<file path="src/rtl/dsp_pkg.sv">
// Shared types and constants for the PRI/CPI sample framer.
// Holds the FSM state type, default geometry and the layout of a buffered output beat.
package dsp_pkg;

    localparam int unsigned N_SMP_DEF      = 4096;
    localparam int unsigned N_PRI_DEF      = 32;
    localparam int unsigned FIFO_DEPTH_DEF = 16;

    localparam int unsigned DATA_W = 16;
    localparam int unsigned USER_W = 2;
    localparam int unsigned PRI_W  = 8;
    localparam int unsigned SMP_W  = 13;

    localparam int unsigned TUSER_PRI_BIT = 0;
    localparam int unsigned TUSER_CPI_BIT = 1;

    typedef enum logic [2:0] {
        StIdle,
        StWaitPri,
        StWaitGate,
        StCapture,
        StPriEnd
    } state_e;

    typedef struct packed {
        logic [DATA_W-1:0] data;
        logic              last;
        logic [USER_W-1:0] user;
        logic [PRI_W-1:0]  pri;
        logic [SMP_W-1:0]  smp;
    } beat_t;

    localparam int unsigned BEAT_W = $bits(beat_t);

    function automatic beat_t make_beat(logic [DATA_W-1:0] data, logic last,
                                        logic [PRI_W-1:0] pri, logic [SMP_W-1:0] smp);
        beat_t b;
        b                     = '0;
        b.data                = data;
        b.last                = last;
        b.user[TUSER_PRI_BIT] = (smp == '0);
        b.user[TUSER_CPI_BIT] = (smp == '0) && (pri == '0);
        b.pri                 = pri;
        b.smp                 = smp;
        return b;
    endfunction

endpackage

</file>
<file path="src/rtl/dsp_pri_framer_if.sv">
// Framed output stream of the PRI framer: AXI-Stream style beat plus sideband indices.
// The framer drives through the master modport; the consumer uses the slave modport.
interface dsp_pri_framer_if;
    import dsp_pkg::*;

    logic              o_tvalid;
    logic [DATA_W-1:0] o_tdata;
    logic              o_tlast;
    logic [USER_W-1:0] o_tuser;
    logic [PRI_W-1:0]  o_pri_idx;
    logic [SMP_W-1:0]  o_smp_idx;
    logic              i_tready;

    modport master (
        output o_tvalid, o_tdata, o_tlast, o_tuser, o_pri_idx, o_smp_idx,
        input  i_tready
    );

    modport slave (
        input  o_tvalid, o_tdata, o_tlast, o_tuser, o_pri_idx, o_smp_idx,
        output i_tready
    );

endinterface

</file>
<file path="src/rtl/dsp_sfifo.sv">
// Synchronous FIFO with a show-ahead read port; a write into a full FIFO is dropped
// and flagged, unless a read in the same cycle frees the slot. DEPTH is a power of 2, >= 2.
module dsp_sfifo #(
    parameter int unsigned WIDTH = 40,
    parameter int unsigned DEPTH = 16
) (
    input  logic             clk,
    input  logic             rst,
    input  logic             wr_en,
    input  logic [WIDTH-1:0] wr_data,
    output logic             drop,
    output logic             rd_valid,
    output logic [WIDTH-1:0] rd_data,
    input  logic             rd_ready
);

    localparam int unsigned AW = $clog2(DEPTH);

    logic [WIDTH-1:0] mem [DEPTH];
    logic [AW-1:0]    wr_ptr;
    logic [AW-1:0]    rd_ptr;
    logic [AW:0]      count;
    logic             full;
    logic             pop;
    logic             wr_ok;

    assign full     = (count == (AW+1)'(DEPTH));
    assign rd_valid = (count != '0);
    assign pop      = rd_valid & rd_ready;
    assign wr_ok    = wr_en & (~full | pop);
    assign drop     = wr_en & full & ~pop;
    // Force the data lines low while empty so the stream reads all-zero after reset.
    assign rd_data  = rd_valid ? mem[rd_ptr] : '0;

    always_ff @(posedge clk or posedge rst) begin
        if (rst) begin
            wr_ptr <= '0;
            rd_ptr <= '0;
            count  <= '0;
        end else begin
            if (wr_ok) wr_ptr <= wr_ptr + 1'b1;
            if (pop)   rd_ptr <= rd_ptr + 1'b1;
            case ({wr_ok, pop})
                2'b10:   count <= count + 1'b1;
                2'b01:   count <= count - 1'b1;
                default: count <= count;
            endcase
        end
    end

    always_ff @(posedge clk) begin
        if (wr_ok) mem[wr_ptr] <= wr_data;
    end

endmodule

</file>
<file path="src/rtl/dsp_pri_framer.sv">
// Frames a free-running ADC sample stream into PRIs and CPIs using marker inputs,
// tags each sample with indices and first/last flags, and buffers it for the consumer.
module dsp_pri_framer
    import dsp_pkg::*;
#(
    parameter int unsigned N_SMP      = N_SMP_DEF,
    parameter int unsigned N_PRI      = N_PRI_DEF,
    parameter int unsigned FIFO_DEPTH = FIFO_DEPTH_DEF
) (
    input  logic              clk,
    input  logic              rst,
    input  logic              i_cpib,
    input  logic              i_cpie,
    input  logic              i_pri,
    input  logic              i_smp_gate,
    input  logic              i_tvalid,
    input  logic [DATA_W-1:0] i_tdata,
    dsp_pri_framer_if.master  m_axis,
    output logic              o_cpi_done,
    output logic              o_err_short,
    output logic              o_err_ovf,
    output logic              o_err_resync
);

    localparam logic [SMP_W-1:0] SMP_LAST = SMP_W'(N_SMP - 1);
    localparam logic [PRI_W-1:0] PRI_LAST = PRI_W'(N_PRI - 1);

    state_e            state;
    logic              cpib_d, cpie_d, pri_d, gate_d;
    logic              cpib_e, cpie_e, pri_e, gate_e;
    logic [PRI_W-1:0]  pri_idx;
    logic [SMP_W-1:0]  smp_cnt;
    logic              cpie_seen;
    logic              push_vld;
    beat_t             push_beat;
    logic              drop;
    logic              fifo_valid;
    logic [BEAT_W-1:0] pop_vec;
    beat_t             pop_beat;

    assign cpib_e = i_cpib & ~cpib_d;
    assign cpie_e = i_cpie & ~cpie_d;
    assign pri_e  = i_pri & ~pri_d;
    assign gate_e = i_smp_gate & ~gate_d;

    always_ff @(posedge clk or posedge rst) begin
        if (rst) begin
            state        <= StIdle;
            cpib_d       <= 1'b0;
            cpie_d       <= 1'b0;
            pri_d        <= 1'b0;
            gate_d       <= 1'b0;
            pri_idx      <= '0;
            smp_cnt      <= '0;
            cpie_seen    <= 1'b0;
            push_vld     <= 1'b0;
            push_beat    <= '0;
            o_cpi_done   <= 1'b0;
            o_err_short  <= 1'b0;
            o_err_ovf    <= 1'b0;
            o_err_resync <= 1'b0;
        end else begin
            cpib_d       <= i_cpib;
            cpie_d       <= i_cpie;
            pri_d        <= i_pri;
            gate_d       <= i_smp_gate;
            push_vld     <= 1'b0;
            o_cpi_done   <= 1'b0;
            o_err_short  <= 1'b0;
            o_err_resync <= 1'b0;
            o_err_ovf    <= drop;

            // A new CPI start while framing restarts the CPI; buffered beats stay queued.
            if (state != StIdle && cpib_e) begin
                o_err_resync <= 1'b1;
                pri_idx      <= '0;
                smp_cnt      <= '0;
                cpie_seen    <= 1'b0;
                state        <= StWaitPri;
            end else begin
                if (state != StIdle && cpie_e) cpie_seen <= 1'b1;
                unique case (state)
                    StIdle: begin
                        if (cpib_e) begin
                            pri_idx   <= '0;
                            cpie_seen <= 1'b0;
                            state     <= StWaitPri;
                        end
                    end
                    StWaitPri: begin
                        if (pri_e) state <= StWaitGate;
                    end
                    StWaitGate: begin
                        if (gate_e) begin
                            smp_cnt <= '0;
                            state   <= StCapture;
                            if (i_tvalid) begin
                                push_vld  <= 1'b1;
                                push_beat <= make_beat(i_tdata, 1'b0, pri_idx, '0);
                                smp_cnt   <= SMP_W'(1);
                            end
                        end
                    end
                    StCapture: begin
                        if (!i_smp_gate) begin
                            o_err_short <= 1'b1;
                            state       <= StPriEnd;
                        end else if (i_tvalid) begin
                            push_vld  <= 1'b1;
                            push_beat <= make_beat(i_tdata, smp_cnt == SMP_LAST, pri_idx, smp_cnt);
                            if (smp_cnt == SMP_LAST) state <= StPriEnd;
                            else                     smp_cnt <= smp_cnt + 1'b1;
                        end
                    end
                    StPriEnd: begin
                        if (pri_idx == PRI_LAST || cpie_seen) begin
                            o_cpi_done <= 1'b1;
                            state      <= StIdle;
                        end else begin
                            pri_idx <= pri_idx + 1'b1;
                            state   <= StWaitPri;
                        end
                    end
                    default: state <= StIdle;
                endcase
            end
        end
    end

    dsp_sfifo #(
        .WIDTH (BEAT_W),
        .DEPTH (FIFO_DEPTH)
    ) u_fifo (
        .clk      (clk),
        .rst      (rst),
        .wr_en    (push_vld),
        .wr_data  (push_beat),
        .drop     (drop),
        .rd_valid (fifo_valid),
        .rd_data  (pop_vec),
        .rd_ready (m_axis.i_tready)
    );

    assign pop_beat         = beat_t'(pop_vec);
    assign m_axis.o_tvalid  = fifo_valid;
    assign m_axis.o_tdata   = pop_beat.data;
    assign m_axis.o_tlast   = pop_beat.last;
    assign m_axis.o_tuser   = pop_beat.user;
    assign m_axis.o_pri_idx = pop_beat.pri;
    assign m_axis.o_smp_idx = pop_beat.smp;

endmodule

</file>
<file path="src/flat_wrapper.sv">
// flat-port wrapper written by rule: the top's interface ports become plain ports
module dsp_pri_framer_flat import dsp_pkg::*;
#(
    parameter int unsigned N_SMP      = N_SMP_DEF,
    parameter int unsigned N_PRI      = N_PRI_DEF,
    parameter int unsigned FIFO_DEPTH = FIFO_DEPTH_DEF
)
  (clk, rst, i_cpib, i_cpie, i_pri, i_smp_gate, i_tvalid, i_tdata, o_cpi_done, o_err_short, o_err_ovf, o_err_resync, m_axis_o_tvalid, m_axis_o_tdata, m_axis_o_tlast, m_axis_o_tuser, m_axis_o_pri_idx, m_axis_o_smp_idx, m_axis_i_tready);
  dsp_pri_framer_if m_axis_i ();
  input  logic clk;
  input  logic rst;
  input  logic i_cpib;
  input  logic i_cpie;
  input  logic i_pri;
  input  logic i_smp_gate;
  input  logic i_tvalid;
  input  logic [DATA_W-1:0] i_tdata;
  output logic o_cpi_done;
  output logic o_err_short;
  output logic o_err_ovf;
  output logic o_err_resync;
  output wire logic [$bits(m_axis_i.o_tvalid)-1:0] m_axis_o_tvalid;
  output wire logic [$bits(m_axis_i.o_tdata)-1:0] m_axis_o_tdata;
  output wire logic [$bits(m_axis_i.o_tlast)-1:0] m_axis_o_tlast;
  output wire logic [$bits(m_axis_i.o_tuser)-1:0] m_axis_o_tuser;
  output wire logic [$bits(m_axis_i.o_pri_idx)-1:0] m_axis_o_pri_idx;
  output wire logic [$bits(m_axis_i.o_smp_idx)-1:0] m_axis_o_smp_idx;
  input wire logic [$bits(m_axis_i.i_tready)-1:0] m_axis_i_tready;
  assign m_axis_o_tvalid = m_axis_i.o_tvalid;
  assign m_axis_o_tdata = m_axis_i.o_tdata;
  assign m_axis_o_tlast = m_axis_i.o_tlast;
  assign m_axis_o_tuser = m_axis_i.o_tuser;
  assign m_axis_o_pri_idx = m_axis_i.o_pri_idx;
  assign m_axis_o_smp_idx = m_axis_i.o_smp_idx;
  assign m_axis_i.i_tready = m_axis_i_tready;
  dsp_pri_framer #(.N_SMP(N_SMP), .N_PRI(N_PRI), .FIFO_DEPTH(FIFO_DEPTH)) u_core (.clk(clk), .rst(rst), .i_cpib(i_cpib), .i_cpie(i_cpie), .i_pri(i_pri), .i_smp_gate(i_smp_gate), .i_tvalid(i_tvalid), .i_tdata(i_tdata), .m_axis(m_axis_i), .o_cpi_done(o_cpi_done), .o_err_short(o_err_short), .o_err_ovf(o_err_ovf), .o_err_resync(o_err_resync));
endmodule
</file>
<file path="config.mk">
export PLATFORM = sky130hd
export DESIGN_NAME = dsp_pri_framer_flat
export DESIGN_NICKNAME = d
export VERILOG_FILES = /design/src/rtl/dsp_pkg.sv /design/src/rtl/dsp_pri_framer_if.sv /design/src/rtl/dsp_sfifo.sv /design/src/rtl/dsp_pri_framer.sv /design/src/flat_wrapper.sv
export SDC_FILE = /design/constraint.sdc
export NUM_CORES = 1
export LEC_CHECK = 0
export BUFFER_PORTS_ARGS = -buffer_cell sky130_fd_sc_hd__buf_2
export CORE_ASPECT_RATIO = 1.75
export CORE_UTILIZATION = 45
export CTS_BUF_LIST = sky130_fd_sc_hd__clkbuf_4
export DETAILED_ROUTE_END_ITERATION = 7
export PLACE_DENSITY = 0.7
export SLEW_MARGIN = 20
export SYNTH_ARGS = -nofsm -noshare
export SYNTH_HDL_FRONTEND = slang
export SYNTH_SLANG_ARGS = --single-unit
</file>
<file path="constraint.sdc">
create_clock -name clk -period 6.9 [get_ports clk]
set_input_delay 0 -clock clk [delete_from_list [all_inputs] [get_ports clk]]
set_output_delay 0 -clock clk [all_outputs]
set_load 0.02 [all_outputs]
</file>
* Word-level counts from Yosys, hierarchy flattened
Memory sizes are Yosys's and may differ from the RTL's. Cells that the tools add are included.
Storage, ports and cells: memory bits (writable) 640, bits in registers 87, bits of input ports 24, logic and storage cells 128, output and inout bits 45, memories 1
Memories:
- u_core.u_fifo.mem | words 16, bits a word 40, rd ports 1, clocked after Yosys merged registers in 0, wr ports 1, line dsp_sfifo.sv:19 | logic [WIDTH-1:0] mem [DEPTH];
Operators by class: bitwise logic cells 16, reductions and logical operators 17, add/subtract/negate cells 6, mux-type cells 45, equality and inequality tests 22
Operators with widths (count):
- 40-bit two-way mux | 5
- 40-bit case mux with 2 select lines | 1
- 13-bit two-way mux | 5
- 13-bit case mux with 2 select lines | 1
- 8-bit two-way mux | 3
- 3-bit two-way mux | 7
- 1-bit two-way mux | 19
- 8-bit case mux with 2 select lines | 1
- 3-bit case mux with 5 select lines | 1
- 13-bit by 1-bit adder with 13-bit output, second input constant | 1
- 13-bit by 12-bit equality test with 1-bit output, second input constant | 1
- 13-bit zero test | 1
- 3-bit by 2-bit != test with 1-bit output, second input constant | 4
- 5-bit case mux with 2 select lines | 1
- 5-bit AND reduction | 2
- 3-bit by 1-bit != test with 1-bit output, second input constant | 3
- 3-bit nonzero test | 3
- 4-bit by 1-bit adder with 4-bit output, second input constant | 2
- 8-bit by 1-bit adder with 8-bit output, second input constant | 1
- 1-bit bitwise AND | 8
- 8-bit by 5-bit equality test with 1-bit output, second input constant | 1
- 8-bit zero test | 1
- 1-bit inverter | 7
- 3-bit by 2-bit equality test with 1-bit output, second input constant | 2
- 20 further kinds | 25

* Depth between registers and ports, before layout
depth in word-level cells 7, depth in mapped cells 10, depth with buffers taken out 9

* Cells and area by module
From an unflattened synthesis, not the netlist that was laid out.
Unflattened totals: cells, all modules 1504, area total of the unflattened synthesis 28813.9 um^2
By module, submodules not included:
- dsp_sfifo | cells each 1127, instances 1, sequential area each 19543.7 um^2, area each 25385.6 um^2
- dsp_pri_framer | cells each 377, instances 1, sequential area each 1851.8 um^2, area each 3428.3 um^2

* Worst setup path before layout
Ideal clock, no wire load.
kind reg-to-reg, start register u_core.u_fifo.wr_ptr[0], end memory u_core.u_fifo.mem[2][0], enable pin, data required time 6.363 ns, stages on the path, launching flop included 5, path slack 1.716 ns, arrival time 4.647 ns, path buffers 0, clock period less this slack 5.184 ns, setup time 0.537 ns, path through dfrtp_1 -> inv_1 -> ha_1 -> inv_1 -> nor4_1
RTL lines:
- start, declared | line dsp_sfifo.sv:20 | logic [AW-1:0] wr_ptr;
- start signal, assigned | line dsp_sfifo.sv:41 | if (wr_ok) wr_ptr <= wr_ptr + 1'b1;
- end, declared | line dsp_sfifo.sv:19
No word-level cell before the write port.

* Worst setup path after layout
start register u_core.u_fifo.rd_ptr[0], end output port m_axis_o_tuser[1]
Between the ends: longest elaborated chain between the ends 2
Ends and longest elaborated chain:
- start, declared | line dsp_sfifo.sv:21 | logic [AW-1:0] rd_ptr;
- start signal, assigned | line dsp_sfifo.sv:42 | if (pop) rd_ptr <= rd_ptr + 1'b1;
- memory 16 x 40 bit
- 40-bit two-way mux | line dsp_sfifo.sv:33 | assign rd_data = rd_valid ? mem[rd_ptr] : '0;
- end, declared | line flat_wrapper.sv:25 | output wire logic [$bits(m_axis_i.o_tuser)-1:0] m_axis_o_tuser;
No other way between the ends.

==> impl_metrics.py <==
metrics = {
    "outcome": {
        "outcome": "finished, final reports clean",
    },
    "setup_path": {
        "crit_family": "buffers and inverters",
        "cp.required_ps": 6900,
        "path_max_fanout": 98,
        "arrival_ps": 3770,
        "worstPathCellList": "buf_12 > mux4_2 > mux2i_1 > o22ai_1 > buf_2",
        "critical_path_class": "flop to output port",
        "cp.buffers_inverters": 2,
        "critPathLaunchType": "flop",
        "cpPeakStageDelay_ps": 860,
        "critPathCaptureType": "output port",
        "slowest_stage": "dfrtp_4",
    },
    "synthesis": {
        "syn_avg_cell_area_sq_um": 20.4,
        "netlist_instances": 1389,
        "yosysTopAreaCell": "edfxtp_1",
        "yosysTopAreaCellShare": 0.679,
        "synth.area.top_cells": "edfxtp_1 68%, mux4_2 13%, dfrtp_1 7.7%",
        "synth_edf_count": 640,
        "netlist_area_sq_mm": 0.0283,
        "ys_seq_area_frac": 0.756,
        "ys.flop_type": "edfxtp_1",
        "synthArstFlopShare": 0.120,
        "ys_ff_latch": 727,
        "yosys_warnings": 0,
        "syn_nets": 1424,
        "synth.distinct_cells": 53,
    },
    "grt": {
        "met1_usage": 0.242,
        "grt_pass1_wl_um": 92900,
        "grt_use_met3": 0.0349,
        "grt_pass1_vias": 15564,
        "gr-usage-all-layers": 0.198,
        "antenna_found_initial": 1,
        "grt-busiest-layer": "met2",
        "grt_use_met2": 0.342,
        "grt_overflow": 0,
        "grt_max_degree": 99,
    },
    "finish": {
        "nets": 1644,
        "regArea_sq_mm": 0.0214,
        "fillCellCount": 4865,
        "multi_input_area_sq_mm": 0.00665,
        "syn_to_final_growth_pct": 14.4,
        "layout-drive-gt1-share": 0.330,
    },
    "flow_run": {
        "drv_cap": 0,
    },
    "sta": {
        "finalMaxSlewViolations": 0,
        "min_period_over_period": 0.547,
        "setup_tns_ps": 0,
        "tightest_slew_ps": 994,
        "rsz0062_at_grt": "false",
        "max-slew-margin-rel": 0.337,
        "fmax_mhz": 265,
        "fin_skew_ps": 57.7,
        "setup_viol": 0,
        "finalHoldWorstSlack_ps": 81.4,
        "hold_violations": 0,
        "fin_crit_ps": 3770,
    },
    "drt": {
        "drc": 0,
        "ant_nets": 0,
        "avgViaCountPerCell": 5.70,
        "wl_per_cell_um": 24.0,
        "firstDrtPassIters": 5,
        "drt-initial-drc-count": 1299,
        "vias": 14506,
        "drt-total-wl_um": 61200,
    },
    "die": {
        "dieArea_sq_mm": 0.0640,
        "die_h_um": 334,
        "rows": 121,
        "core_area_sq_mm": 0.0622,
        "die_width_um": 192,
        "io_pins": 69,
        "start_util": 0.455,
    },
    "placed_design": {
        "finalWeightedCongestion": 0.755,
        "dpl.hpwl_um": 30600,
        "numPortBuffers": 68,
    },
    "power_and_ir_drop": {
        "swShare": 0.305,
        "power_leakage_uw": 0.0114,
        "pwr-share-clk": 0.292,
        "p_switching_uw": 3770,
        "vdd_drop_max_mv": 0.314,
        "power_density_mw_per_mm2": 383,
        "combPwrFrac": 0.248,
        "p_seq_frac": 0.460,
        "p_int_uw": 8620,
    },
    "clock_network": {
        "cts-root-buf": "clkbuf_4",
        "cts_tree": "yes",
        "clk_path_buf_depth": 3,
        "cts_sinks": 727,
        "cts.clk_slew.worst_paths_ps": 70,
        "cts_made_buffers": 160,
        "holdBufCountCts": 45,
        "htreeDepth": 4,
        "cts_resized": 0,
        "cts_setup_buffers": 0,
        "clock_latency_ps": 900,
    },
    "min_path": {
        "hp-class": "input port to flop",
    },
}
==> layout make-up <==
type                       instances  area share
tap                              799      0.0309
timing repair buffer             130      0.0294
inverter                          18     0.00216
clock inverter                    47      0.0130
multi-input combinational        572       0.205
antenna                            1   0.0000773
sequential                       727       0.661
clock buffer                     252      0.0584
==> power by group through the flow <==
stage	Clock, uW	Combinational, uW	Sequential [uW]
floorplan	0	2450	5460
global placement	0	3010	5800
detailed placement	0	3040	5840
CTS	3720	3070	5740
global route	3920	3290	5750
finish	3630	3070	5700
==> cell usage in the layout, fill, tap and decap left out, drive strengths merged, types with 9 or more instances in the layout <==
master | Yosys | final
bufinv | 0 | 9
inv | 18 | 26
nand3 | 13 | 13
nor2 | 36 | 36
mux2 | 25 | 25
ha | 11 | 11
clkinv | 0 | 30
o22ai | 40 | 40
dfrtp | 87 | 87
a21oi | 16 | 16
mux2i | 82 | 82
mux4 | 160 | 160
xnor2 | 12 | 12
clkbuf | 31 | 252
and2 | 11 | 11
buf | 41 | 85
dlygate4sd3 | 0 | 45
nand2 | 52 | 52
edfxtp | 640 | 640
o21ai | 29 | 29
o31ai | 9 | 9
==> registers in the layout, summed over array words and instances, names as in the netlist, 3 cells and up <==
register,cells
u_core.pri_idx,8
u_core.push_beat,40
u_core.smp_cnt,13
u_core.state,3
u_core.u_fifo.count,5
u_core.u_fifo.mem,640
u_core.u_fifo.rd_ptr,4
u_core.u_fifo.wr_ptr,4
==> path summary, 6_finish.rpt <==
| path | start | endpoint | slack [ps] | cells past startpoint |
|---|---|---|---|---|
| setup / recovery | u_core.u_fifo.rd_ptr[0] | m_axis_o_tuser[1] | 3130 | 5 |
| hold / removal | m_axis_i_tready | u_core.o_err_ovf | 80 | 4 |
| min in group asynchronous | rst | u_core.push_beat[25] | 320 | 4 |
| setup reg to reg | u_core.u_fifo.count[1] | u_core.u_fifo.mem[6][13] | 4130 | 5 |
| hold reg to reg | u_core.u_fifo.count[4] | u_core.u_fifo.count[4] | 480 | 1 |
| max in group asynchronous | rst | u_core.push_beat[19] | 5350 | 5 |
==> layer usage <==
metal	vias up	wire length (um)
met1	7619	23800
met5	-	0
met2	504	32400
met3	129	3360
met4	0	1730
li1	6254	-
==> per-stage QoR <==
step | power (uW) | cells | area [sq um] | worst slack [ps] | util
after floorplan | 7920 | 1389 | 28300 | 1720 | -
after global placement | 8810 | 2200 | 29600 | 3810 | 0.476
after detailed placement | 8890 | 2200 | 29600 | 3810 | 0.476
after CTS | 12500 | 2544 | 32400 | 2830 | 0.520
after global routing | 13000 | 2546 | 32400 | 2870 | 0.521
final | 12400 | 2546 | 32400 | 3130 | 0.521
==> worst reg2reg max path, delay by kind of cell, from the launching register on <==
family,cells,cell delay [ps]
DFF,1,480
and+or+nand+nor,5,1830
==> cell families (layout without fill, tap and decap cells) <==
logic type / Yosys count / after routing / share of synthesized area
xor gates and xnor gates: 16 / 16 / 0.00495
muxes: 267 / 267 / 0.166
buffers and inverters: 90 / 447 / 0.0138
AOI/OAI and AO/OA: 113 / 113 / 0.0248
and+or+nand+nor: 165 / 165 / 0.0296
other: 0 / 1 / 0
adders and majority gates: 11 / 11 / 0.00486
DFF: 727 / 727 / 0.756
==> cells in the mapped netlist, drive strengths merged (3+ instances only) <==
| library cell | n |
|---|---|
| nor4 | 8 |
| nand3 | 13 |
| nand2b | 5 |
| or3 | 5 |
| a21oi | 16 |
| clkbuf | 31 |
| a31oi | 5 |
| xor2 | 4 |
| nor2 | 36 |
| nor2b | 3 |
| inv | 18 |
| mux2i | 82 |
| nor4b | 3 |
| o21ai | 29 |
| edfxtp | 640 |
| nor3 | 4 |
| nor3b | 3 |
| o31ai | 9 |
| o22ai | 40 |
| and3 | 5 |
| nand4 | 8 |
| buf | 41 |
| mux2 | 25 |
| and2 | 11 |
| dfrtp | 87 |
| ha | 11 |
| mux4 | 160 |
| nand2 | 52 |
| xnor2 | 12 |
Power figures use the tool's default switching activity.
